[src/rtl/demux_stream.sv]
// rtl/demux_stream.sv - packet-locked 1:2 stream demux with one registered beat per output channel
module demux_stream #(
    parameter int WIDTH = 2
) (
    input  logic             clk_i,
    input  logic             rst_n_i,
    input  logic             select_i,
    input  logic [WIDTH-1:0] in_data_i,
    input  logic             in_valid_i,
    input  logic             in_last_i,
    output logic             in_ready_o,
    output logic [WIDTH-1:0] a_data_o,
    output logic             a_valid_o,
    output logic             a_last_o,
    input  logic             a_ready_i,
    output logic [WIDTH-1:0] b_data_o,
    output logic             b_valid_o,
    output logic             b_last_o,
    input  logic             b_ready_i,
    output logic             busy_o
);

    typedef enum logic [1:0] {
        IDLE  = 2'd0,
        PKT_A = 2'd1,
        PKT_B = 2'd2
    } state_e;

    state_e           state_q, state_d;
    logic [WIDTH-1:0] a_data_q, a_data_d;
    logic             a_valid_q, a_valid_d;
    logic             a_last_q, a_last_d;
    logic [WIDTH-1:0] b_data_q, b_data_d;
    logic             b_valid_q, b_valid_d;
    logic             b_last_q, b_last_d;

    logic target_b;
    logic a_free;
    logic b_free;
    logic accept;
    logic load_a;
    logic load_b;

    // Select only matters at a packet boundary; mid-packet the channel is locked.
    always_comb begin
        target_b = 1'b0;
        case (state_q)
            IDLE:    target_b = select_i;
            PKT_A:   target_b = 1'b0;
            PKT_B:   target_b = 1'b1;
            default: target_b = 1'b0;
        endcase
    end

    assign a_free     = !a_valid_q || a_ready_i;
    assign b_free     = !b_valid_q || b_ready_i;
    assign in_ready_o = rst_n_i && (target_b ? b_free : a_free);
    assign accept     = in_valid_i && in_ready_o;
    assign load_a     = accept && !target_b;
    assign load_b     = accept && target_b;

    always_comb begin
        state_d = state_q;
        if (accept) begin
            if (in_last_i) begin
                state_d = IDLE;
            end else if (state_q == IDLE) begin
                state_d = target_b ? PKT_B : PKT_A;
            end
        end
    end

    // A load wins over a drain in the same cycle so the slot stays full.
    always_comb begin
        a_data_d  = a_data_q;
        a_last_d  = a_last_q;
        a_valid_d = a_valid_q;
        if (load_a) begin
            a_data_d  = in_data_i;
            a_last_d  = in_last_i;
            a_valid_d = 1'b1;
        end else if (a_valid_q && a_ready_i) begin
            a_valid_d = 1'b0;
        end
    end

    always_comb begin
        b_data_d  = b_data_q;
        b_last_d  = b_last_q;
        b_valid_d = b_valid_q;
        if (load_b) begin
            b_data_d  = in_data_i;
            b_last_d  = in_last_i;
            b_valid_d = 1'b1;
        end else if (b_valid_q && b_ready_i) begin
            b_valid_d = 1'b0;
        end
    end

    always_ff @(posedge clk_i or negedge rst_n_i) begin
        if (!rst_n_i) begin
            state_q   <= IDLE;
            a_data_q  <= '0;
            a_last_q  <= 1'b0;
            a_valid_q <= 1'b0;
            b_data_q  <= '0;
            b_last_q  <= 1'b0;
            b_valid_q <= 1'b0;
        end else begin
            state_q   <= state_d;
            a_data_q  <= a_data_d;
            a_last_q  <= a_last_d;
            a_valid_q <= a_valid_d;
            b_data_q  <= b_data_d;
            b_last_q  <= b_last_d;
            b_valid_q <= b_valid_d;
        end
    end

    assign a_data_o  = a_data_q;
    assign a_last_o  = a_last_q;
    assign a_valid_o = a_valid_q;
    assign b_data_o  = b_data_q;
    assign b_last_o  = b_last_q;
    assign b_valid_o = b_valid_q;
    assign busy_o    = (state_q != IDLE);

endmodule

[config.mk]
export PLATFORM = sky130hd
export DESIGN_NAME = demux_stream
export DESIGN_NICKNAME = d
export VERILOG_FILES = /design/src/rtl/demux_stream.sv
export SDC_FILE = /design/constraint.sdc
export NUM_CORES = 1
export LEC_CHECK = 0
export CORE_MARGIN = 5
export CORE_UTILIZATION = 36
export CTS_CLUSTER_DIAMETER = 60
export DETAILED_ROUTE_END_ITERATION = 6
export PLACE_DENSITY = 0.71
export REMOVE_ABC_BUFFERS = 1
export SETUP_SLACK_MARGIN = 0.15
export SYNTH_ARGS = -nofsm -noshare
export SYNTH_HDL_FRONTEND = slang
export SYNTH_SLANG_ARGS = --single-unit
[constraint.sdc]
create_clock -name clk_i -period 1.25 [get_ports clk_i]
set_input_delay 0.25 -clock clk_i [delete_from_list [all_inputs] [get_ports clk_i]]
set_output_delay 0.25 -clock clk_i [all_outputs]
set_load 0.005 [all_outputs]
==> flow_summary.toml <==
[clock_tree]
ctsHoldBuffers = 0
clock_latency_ns = 0.26
cts_buffer_depth = 2
clk_pin_slew_ns = 0.06
cts_inserted_buffers = 3
cts_htree_levels = 1
cts_sinks = 10
cts-root-buf = "clkbuf_4"
cts_tree = "built"

[power]
p_leak_nw = 0.425
p_sw_frac = 0.290
ir_worst_vdd_mv = 1.16
p_int_mw = 1.31
p_switching_mw = 0.536
power.sequential.fraction = 0.300
p_total_mw = 1.85
pwr_density_cell_nw_per_um2 = 2100
p_clk_frac = 0.157
combinationalPowerShare = 0.544

[finish]
synthToLayoutAreaGrowth_pct = 83.3
layout.nets = 88
layout_commonest_cell = "buf_4"
antenna_cells = 0
seq_area_um2 = 250
most-common-layout-cells = "buf_4 (16), dfrtp_1 (10), buf_2 (9), clkdlybuf4s50_1 (7), mux2_4 (6)"
multiInputGateArea_um2 = 272
drive_gt1_frac = 0.641
fillers = 110
instances_no_fill = 93

[sta]
setup_viol = 10
min_period_ns = 1.59
hold_viol = 0
fin_skew_ns = 0.000945
rsz0062_at_grt = "true"
drv_slew = 0
fmax_mhz = 629
finalWorstSetupSlack_ns = -0.340
worst_pin_slew_ns = 0.317
maxSlewHeadroom = 0.789
hold_slack_ns = 0.400
min_period_over_period = 1.27

[setup_path]
startpoint_type = "register"
arrival_ns = 1.74
rr_worst_depth = 5
critPathMaxFanout = 4
r2r_start = "state_q[0]"
ff2ff_setup_slack_ns = -0.34
crit_path_end_kind = "register"
critPathRequiredTime_ns = 1.40
critPathKind = "reg -> reg"
timing.rr.end = "b_data_o[0]"

[synth]
muxShareOfSynthArea = 0.185
synth-seq-cells = 10
yosysTopAreaCell = "dfrtp_1"
yosys_warnings = 0
synth-compound-area-share = 0.131
synthXorXnorAreaFrac = 0
synth-simple-area-share = 0.146
yosysTopAreaCellShare = 0.522
synth_top_family_by_area = "multiplexers"
synthCells = 36
avgSynthCellArea_um2 = 13.3
synth_area_leaders = "dfrtp_1 (52%), mux2_4 (9.4%), mux2_2 (7.0%)"
syn_area_um2 = 479
netlist-cell-type-count = 17
synth_fa_ha_area_frac = 0
yosysSeqAreaShare = 0.522

[drt]
drt_pass1_iterations = 4
via_per_inst = 4.88
detail-route-antenna-nets = 0
routedWlPerCell_um = 13.7
drcViolationCount = 0
drt-initial-drc-count = 1
wl_mm = 1.28
num_vias = 454

[status]
status = "finished, violations left"
violations = "negative setup slack"

[die]
start_util = 0.373
ioPinCount = 19
fp.dieH_um = 46.5
die_w_um = 46.5
dieArea_um2 = 2160
coreArea_um2 = 1280
num_rows = 13

[hold_path]
min_path_type = "in -> async"

[global_routing]
grtUsageTotal = 0.138
grt_max_degree = 9
grt_pass1_wl_mm = 2.05
first_global_vias = 490
grt-ovfl-total = 0
antenna_found_initial = 0

[placement]
globalplace.congestion = 0.688
place_inst = 79
dp.final_hpwl_um = 875
io_buffers = 18

[run]
maxCapViolations = 0
per-layer routing:
metal | global-route usage | vias to the layer above | part of all wire
met1 | 0.151 | 219 | 0.39
met2 | 0.220 | 17 | 0.51
met3 | 0.0547 | 2 | 0.078
met4 | 0.0852 | 0 | 0.018
met5 | 0 | - | 0
li1 | - | 216 | -
synthesized netlist by cell type, drive strengths merged:
library cell / count
o21ai: 2
dfrtp: 10
mux2i: 1
a31oi: 1
a41oi: 2
nand2b: 1
inv: 2
nor3b: 1
and3b: 1
nand2: 1
a221o: 1
or2: 1
mux2: 6
nor2: 4
or2b: 1
o21bai: 1
stage by stage:
stage / setup WS, ns / cell area (µm²) / TNS, ns / util
2_1_floorplan: -0.0545 / 479 / -0.239 / -
3_3_place_gp: -0.594 / 753 / -4.52 / 0.586
3_5_place_dp: -0.619 / 753 / -4.59 / 0.586
4_1_cts: -0.359 / 846 / -2.67 / 0.658
5_1_grt: -0.411 / 878 / -3.24 / 0.684
6_report: -0.340 / 878 / -2.79 / 0.684
cell type report:
cell class | instances | share of cell area
multi-input cells | 24 | 0.309
clock buffers | 4 | 0.0413
well taps | 15 | 0.0214
repair buffers | 38 | 0.335
inverters | 2 | 0.00855
flip-flops and latches | 10 | 0.285
worst max-delay path, cell delays in order (launching register included):
cell and delay, ns:
dfrtp_1 0.39, o21bai_4 0.18, buf_4 0.14, buf_6 0.12, nor3b_4 0.32, mux2_4 0.33
power by group through the flow:
stage | combinational (mW) | sequential (mW) | clock [mW]
6_report | 1.00 | 0.553 | 0.289
2_1_floorplan | 0.317 | 0.575 | 0
3_3_place_gp | 0.785 | 0.556 | 0
3_5_place_dp | 0.793 | 0.560 | 0
4_1_cts | 0.902 | 0.552 | 0.299
5_1_grt | 1.07 | 0.574 | 0.320
state kept, by name, indices dropped and copies added (netlist names):
signal / count
a_data_o: 2
b_data_o: 2
state_q: 2
a_last_o: 1
a_valid_o: 1
b_last_o: 1
b_valid_o: 1
what timing repair did:
item / CTS / global route
setup endpoints to repair: 18 / 13
resized for setup: 50 / 7
pin swaps: 5 / 5
setup buffers: 7 / 3
cell families after synthesis:
group	Yosys count
flops	10
simple gates	10
compound gates	7
mux	7
buf+inv	2
how the worst max path moves through the flow:
stage                from          end  slack [ns]
2_1_floorplan  state_q[0]  b_data_o[0]       -0.05
3_3_place_gp     select_i   in_ready_o       -0.59
3_5_place_dp     select_i   in_ready_o       -0.62
4_1_cts        state_q[1]   in_ready_o       -0.36
5_1_grt        state_q[1]   in_ready_o       -0.41
6_report       state_q[0]  b_data_o[0]       -0.34
(Power assumes the default switching activity.)
